## src/rtl/stopwatch_core.sv

```systemverilog
// MM:SS stopwatch/timer core: BCD count up/down with tick prescaler, field adjust,
// lap capture, DONE on count-down expiry or count-up saturation, and a blink phase.
`timescale 1ns/1ps
module stopwatch_core #(
    parameter int TICK_DIV   = 100_000_000,
    parameter int BLINK_HALF = 25_000_000,
    parameter int MIN_DIGITS = 2
) (
    input  logic                        clk,
    input  logic                        rst,
    input  logic                        start_stop,
    input  logic                        lap,
    input  logic                        inc,
    input  logic                        dec,
    input  logic                        adj,
    input  logic                        sel,
    input  logic                        cnt_dn,
    output logic [4*(MIN_DIGITS+2)-1:0] disp,
    output logic                        running,
    output logic                        lap_active,
    output logic                        done,
    output logic                        expired,
    output logic                        blink
);

    localparam int MW = 4 * MIN_DIGITS;
    localparam int CW = MW + 8;
    localparam int PW = (TICK_DIV > 1) ? $clog2(TICK_DIV) : 1;
    localparam int BW = (BLINK_HALF > 1) ? $clog2(BLINK_HALF) : 1;
    localparam logic [MW-1:0] MMAX       = {MIN_DIGITS{4'h9}};
    localparam logic [PW-1:0] PRE_LAST   = PW'(TICK_DIV - 1);
    localparam logic [BW-1:0] BLINK_LAST = BW'(BLINK_HALF - 1);

    typedef enum logic [1:0] {
        ST_STOP,
        ST_RUN,
        ST_ADJ,
        ST_DONE
    } state_t;

    function automatic logic [7:0] sec_inc(input logic [7:0] s);
        if (s == 8'h59) return 8'h00;
        if (s[3:0] == 4'h9) return {s[7:4] + 4'h1, 4'h0};
        return {s[7:4], s[3:0] + 4'h1};
    endfunction

    function automatic logic [7:0] sec_dec(input logic [7:0] s);
        if (s == 8'h00) return 8'h59;
        if (s[3:0] == 4'h0) return {s[7:4] - 4'h1, 4'h9};
        return {s[7:4], s[3:0] - 4'h1};
    endfunction

    // Ripple a BCD carry through the minute digits; all-nines wraps to zero.
    function automatic logic [MW-1:0] min_inc(input logic [MW-1:0] m);
        logic [MW-1:0] r;
        logic          carry;
        r     = m;
        carry = 1'b1;
        for (int i = 0; i < MIN_DIGITS; i++) begin
            if (carry) begin
                if (m[4*i +: 4] == 4'h9) begin
                    r[4*i +: 4] = 4'h0;
                end else begin
                    r[4*i +: 4] = m[4*i +: 4] + 4'h1;
                    carry       = 1'b0;
                end
            end
        end
        return r;
    endfunction

    function automatic logic [MW-1:0] min_dec(input logic [MW-1:0] m);
        logic [MW-1:0] r;
        logic          borrow;
        r      = m;
        borrow = 1'b1;
        for (int i = 0; i < MIN_DIGITS; i++) begin
            if (borrow) begin
                if (m[4*i +: 4] == 4'h0) begin
                    r[4*i +: 4] = 4'h9;
                end else begin
                    r[4*i +: 4] = m[4*i +: 4] - 4'h1;
                    borrow      = 1'b0;
                end
            end
        end
        return r;
    endfunction

    state_t        state_q, state_d;
    logic [7:0]    sec_q, sec_d;
    logic [MW-1:0] min_q, min_d;
    logic [CW-1:0] lap_q, lap_d;
    logic          lap_active_q, lap_active_d;
    logic [PW-1:0] pre_q, pre_d;
    logic [BW-1:0] blink_cnt_q, blink_cnt_d;
    logic          blink_q, blink_d;
    logic [CW-1:0] disp_q, disp_d;
    logic          running_q, running_d;
    logic          done_q, done_d;
    logic          expired_q, expired_d;

    logic          tick;
    logic [CW-1:0] limit;
    logic [7:0]    sec_t;
    logic [MW-1:0] min_t;
    logic          terminal;

    assign tick = (state_q == ST_RUN) && (pre_q == PRE_LAST);

    // Count value a tick would produce; at the limit already, the count saturates.
    always_comb begin
        // NOTE: every comb output gets a default first so no path infers a latch.
        sec_t = sec_q;
        min_t = min_q;
        limit = cnt_dn ? '0 : {MMAX, 8'h59};
        if ({min_q, sec_q} != limit) begin
            if (cnt_dn) begin
                if (sec_q == 8'h00) begin
                    sec_t = 8'h59;
                    min_t = min_dec(min_q);
                end else begin
                    sec_t = sec_dec(sec_q);
                end
            end else begin
                if (sec_q == 8'h59) begin
                    sec_t = 8'h00;
                    min_t = min_inc(min_q);
                end else begin
                    sec_t = sec_inc(sec_q);
                end
            end
        end
        terminal = ({min_t, sec_t} == limit);
    end

    always_comb begin
        state_d      = state_q;
        sec_d        = sec_q;
        min_d        = min_q;
        lap_d        = lap_q;
        lap_active_d = lap_active_q;
        pre_d        = '0;
        unique case (state_q)
            ST_STOP: begin
                if (lap) lap_active_d = 1'b0;
                if (adj) begin
                    state_d      = ST_ADJ;
                    lap_active_d = 1'b0;
                end else if (start_stop && !(cnt_dn && ({min_q, sec_q} == '0))) begin
                    state_d = ST_RUN;
                end
            end
            ST_RUN: begin
                pre_d = tick ? '0 : pre_q + 1'b1;
                if (lap) begin
                    lap_d        = {min_q, sec_q};
                    lap_active_d = 1'b1;
                end
                if (tick) begin
                    sec_d = sec_t;
                    min_d = min_t;
                end
                if (tick && terminal) state_d = ST_DONE;
                else if (start_stop)  state_d = ST_STOP;
            end
            ST_ADJ: begin
                if (inc != dec) begin
                    if (sel) min_d = inc ? min_inc(min_q) : min_dec(min_q);
                    else     sec_d = inc ? sec_inc(sec_q) : sec_dec(sec_q);
                end
                if (!adj) state_d = ST_STOP;
            end
            ST_DONE: begin
                if (lap) lap_active_d = 1'b0;
                if (adj) begin
                    state_d      = ST_ADJ;
                    lap_active_d = 1'b0;
                end else if (start_stop) begin
                    state_d = ST_STOP;
                end
            end
            default: state_d = ST_STOP;
        endcase

        blink_cnt_d = (blink_cnt_q == BLINK_LAST) ? '0 : blink_cnt_q + 1'b1;
        blink_d     = (blink_cnt_q == BLINK_LAST) ? ~blink_q : blink_q;

        disp_d    = lap_active_d ? lap_d : {min_d, sec_d};
        running_d = (state_d == ST_RUN);
        expired_d = (state_d == ST_DONE);
        done_d    = (state_d == ST_DONE) && (state_q != ST_DONE);
    end

    always_ff @(posedge clk) begin
        if (rst) begin
            state_q      <= ST_STOP;
            sec_q        <= '0;
            min_q        <= '0;
            lap_q        <= '0;
            lap_active_q <= 1'b0;
            pre_q        <= '0;
            blink_cnt_q  <= '0;
            blink_q      <= 1'b0;
            disp_q       <= '0;
            running_q    <= 1'b0;
            done_q       <= 1'b0;
            expired_q    <= 1'b0;
        end else begin
            // NOTE: non-blocking so every register samples pre-edge values together.
            state_q      <= state_d;
            sec_q        <= sec_d;
            min_q        <= min_d;
            lap_q        <= lap_d;
            lap_active_q <= lap_active_d;
            pre_q        <= pre_d;
            blink_cnt_q  <= blink_cnt_d;
            blink_q      <= blink_d;
            disp_q       <= disp_d;
            running_q    <= running_d;
            done_q       <= done_d;
            expired_q    <= expired_d;
        end
    end

    assign disp       = disp_q;
    assign running    = running_q;
    assign lap_active = lap_active_q;
    assign done       = done_q;
    assign expired    = expired_q;
    assign blink      = blink_q;

endmodule

```

## config.mk

```make
export PLATFORM = sky130hd
export DESIGN_NAME = stopwatch_core
export DESIGN_NICKNAME = d
export VERILOG_FILES = /design/src/rtl/stopwatch_core.sv
export SDC_FILE = /design/constraint.sdc
export NUM_CORES = 1
export LEC_CHECK = 0
export BUFFER_PORTS_ARGS = -buffer_cell sky130_fd_sc_hd__clkbuf_2
export CAP_MARGIN = 20
export CELL_PAD_IN_SITES_DETAIL_PLACEMENT = 0
export CELL_PAD_IN_SITES_GLOBAL_PLACEMENT = 1
export CORE_ASPECT_RATIO = 1.25
export CORE_MARGIN = 10
export CORE_UTILIZATION = 35
export DETAILED_ROUTE_END_ITERATION = 10
export GPL_TIMING_DRIVEN = 0
export PLACE_DENSITY_LB_ADDON = 0.1
export SYNTH_ARGS = -nofsm -noshare
export SYNTH_HDL_FRONTEND = slang
export SYNTH_SLANG_ARGS = --single-unit
export TNS_END_PERCENT = 100
```

## constraint.sdc

```tcl
create_clock -name clk -period 3.8 [get_ports clk]
set_input_delay 0.95 -clock clk [delete_from_list [all_inputs] [get_ports clk]]
set_output_delay 0.95 -clock clk [all_outputs]
set_load 0.02 [all_outputs]
```

==> results.yml <==
sta:
  fin_crit_sh: 0.933
  fin_crit_ns: 3.54
  setup_viol: 0
  setup_tns_ns: 0
  worstMarginPinSlew_ns: 0.973
  hold_viol_final: 0
  clock_skew_ns: 0.0124
  rsz0062_at_grt: "no"
  slew_headroom: 0.349
  fmax_mhz: 282
  slew_violations: 0
  fin_hold_ws_ns: 0.461
  fin_ws_ns: 0.255
placement:
  gp_congestion: 0.854
  dp_slack_ns: -0.0809
  place.port_buffers: 28
  placed_area_um2: 6580
  hpwl_um: 14200
  dpl.cell_count: 1008
worst_setup_path:
  critPathTopFamily: "simple AND/OR/NAND/NOR gates"
  crit_path_end_kind: "flip-flop"
  reg2reg_to: "done$_SDFF_PP0_"
  slowest_stage: "or3b_2"
  rrSetupSlack_ns: 0.26
  worstSetupStartpointType: "flip-flop"
  crit_cells: 12
  timing.rr.start: "sec_q[0]$_SDFF_PP0_"
  worstPathArrival_ns: 3.80
  critPathMaxFanout: 10
  crit_buf_inv: 2
  criticalPathCategory: "flip-flop to flip-flop"
  crit_chain: "clkbuf_2, inv_1, ha_1, or3b_2, nor4_1, mux2i_1, a32o_1, a31o_2, and4_1, o2111ai_2, or4_1, o31ai_1"
  ff2ff_path_depth: 12
  cp.required_ns: 4.06
  cpPeakStageDelay_ns: 0.55
route:
  drtIter0Drc: 437
  routed_wirelength_um: 18100
  via_per_inst: 5.52
  ant_nets: 0
  drc: 0
  wire_per_inst_um: 17.7
  via_count: 5648
  firstDrtPassIters: 7
logic_synthesis:
  synth_nets: 778
  synth_cells: 756
  synth.distinct_cells: 78
  synth_top_area_cell: "dfxtp_1"
  synth-warning-count: 0
  synth_area_per_cell_um2: 8.15
  synth.ff_latch_count: 107
  synth_top_area_share: 0.348
  synth_ff_type: "dfxtp_1"
  synth_edf_count: 0
  syn_area_um2: 6160
  synthArstFlopShare: 0
  yosysSeqAreaShare: 0.348
  synthTopCellsByArea: "dfxtp_1 35%, nor2_1 6.9%, xor2_1 4.7%"
die:
  core_um2: 17400
  die_h_um: 168
  die_w_um: 139
  num_rows: 54
  dieArea_um2: 23300
  ios: 30
  initial_core_util: 0.355
clock_tree:
  cts_made_buffers: 9
  cts_num_sinks: 107
  cts.htree.levels: 3
  cts_tree: "done"
  insertion_delay_ns: 0.35
  clock_path_buffers: 2
  clk_pin_slew_ns: 0.08
  root_buffer: "clkbuf_16"
min_path:
  holdPathStages: 1
  hp-start: "blink_cnt_q[0]$_SDFF_PP0_"
  hold_path_end: "blink_cnt_q[0]$_SDFF_PP0_"
  worstHoldPathType: "flip-flop to flip-flop"
finish:
  fillCellCount: 1830
  fin_util: 0.398
  syn2layout_area_growth_pct: 12.1
  drive_above_1_share: 0.115
  nets: 817
  insertedDiodeCount: 0
  final_area_um2: 6910
  layout.cells.non_filler: 1024
global_route:
  grt_pass1_vias: 5560
  antenna_found_initial: 0
  grt_overflow_total: 0
  grt_max_degree: 19
  grt_pass1_wl_um: 29300
  track_usage: 0.151
power_and_ir_drop:
  cellPowerDensity_nw_per_um2: 484
  finalPower_mw: 3.34
  irDropWorstVdd_v: 0.000218
  total_leakage_power_nw: 2.73
outcome:
  outcome: "finished clean"
job:
  max_cap_violations: 0
==> Yosys cell counts, types with 19 or more instances <==
master / instances
nor2_1: 114
dfxtp_1: 107
xor2_1: 33
a21oi_1: 33
o21ai_0: 22
mux2i_1: 20
nand3_1: 36
clkbuf_1: 25
inv_1: 21
nand2_1: 50
and3_1: 20
xnor2_1: 19
==> layout make-up <==
type	count	area, µm²	share of cell area
flip-flops and latches	107	2140	0.310
inverters	21	78.8	0.0114
clock inverters	6	75.1	0.0109
well taps	224	280	0.0406
clock buffers	10	229	0.0332
plain buffers	46	198	0.0286
multi-input cells	582	3760	0.545
repair buffers	28	140	0.0203
==> cell usage in the layout, fill, tap and decap left out, types with 21 or more instances in the layout <==
cell type / count
a21oi_1: 33
clkbuf_1: 25
clkbuf_2: 29
dfxtp_1: 107
inv_1: 21
nand2_1: 50
nand3_1: 35
nor2_1: 113
o21ai_0: 22
xor2_1: 33
==> power breakdown <==
group          switching [mW]  internal [mW]
Clock                   0.428          0.520
Combinational           0.754          0.380
Sequential             0.0483           1.21
==> flip-flops by register name, indices dropped and copies added, names as in the netlist <==
register and count:
pre_q 27, blink_cnt_q 25, disp 16, lap_q 16, min_q 8, sec_q 8, state_q 2, blink 1
done 1, expired 1, lap_active 1, running 1
==> per-layer routing <==
metal	global-route usage	wire [µm]	vias up
li1	-	-	2786
met1	0.173	7680	2662
met2	0.276	9250	159
met3	0.0163	633	41
met4	0.0627	551	0
met5	0	0	-
==> cell families (layout without fill, tap and decap cells) <==
group                      after synthesis  after routing  synth area share
buffers and inverters                   67            111            0.0447
AOI/OAI and AO/OA                      163            163             0.189
DFF                                    107            107             0.348
xor gates and xnor gates                53             53            0.0766
and+or+nand+nor                        330            330             0.278
muxes                                   23             23            0.0380
adders and majority gates               13             13            0.0264
==> how the worst max path moves through the flow <==
stage / from / endpoint
after CTS: sec_q[4]$_SDFF_PP0_ / done$_SDFF_PP0_
after global routing: sec_q[4]$_SDFF_PP0_ / done$_SDFF_PP0_
after detailed placement: cnt_dn / done$_SDFF_PP0_
after floorplan: cnt_dn / done$_SDFF_PP0_
after global placement: cnt_dn / done$_SDFF_PP0_
final: sec_q[0]$_SDFF_PP0_ / done$_SDFF_PP0_
==> repair_timing <==
| item | in CTS | in global routing |
|---|---|---|
| endpoints found under the setup margin | 0 | 4 |
| hold buffers | 0 | 0 |
| gates resized for setup | 0 | 6 |
| setup buffers | 0 | 0 |
Power figures use the tool's default switching activity.
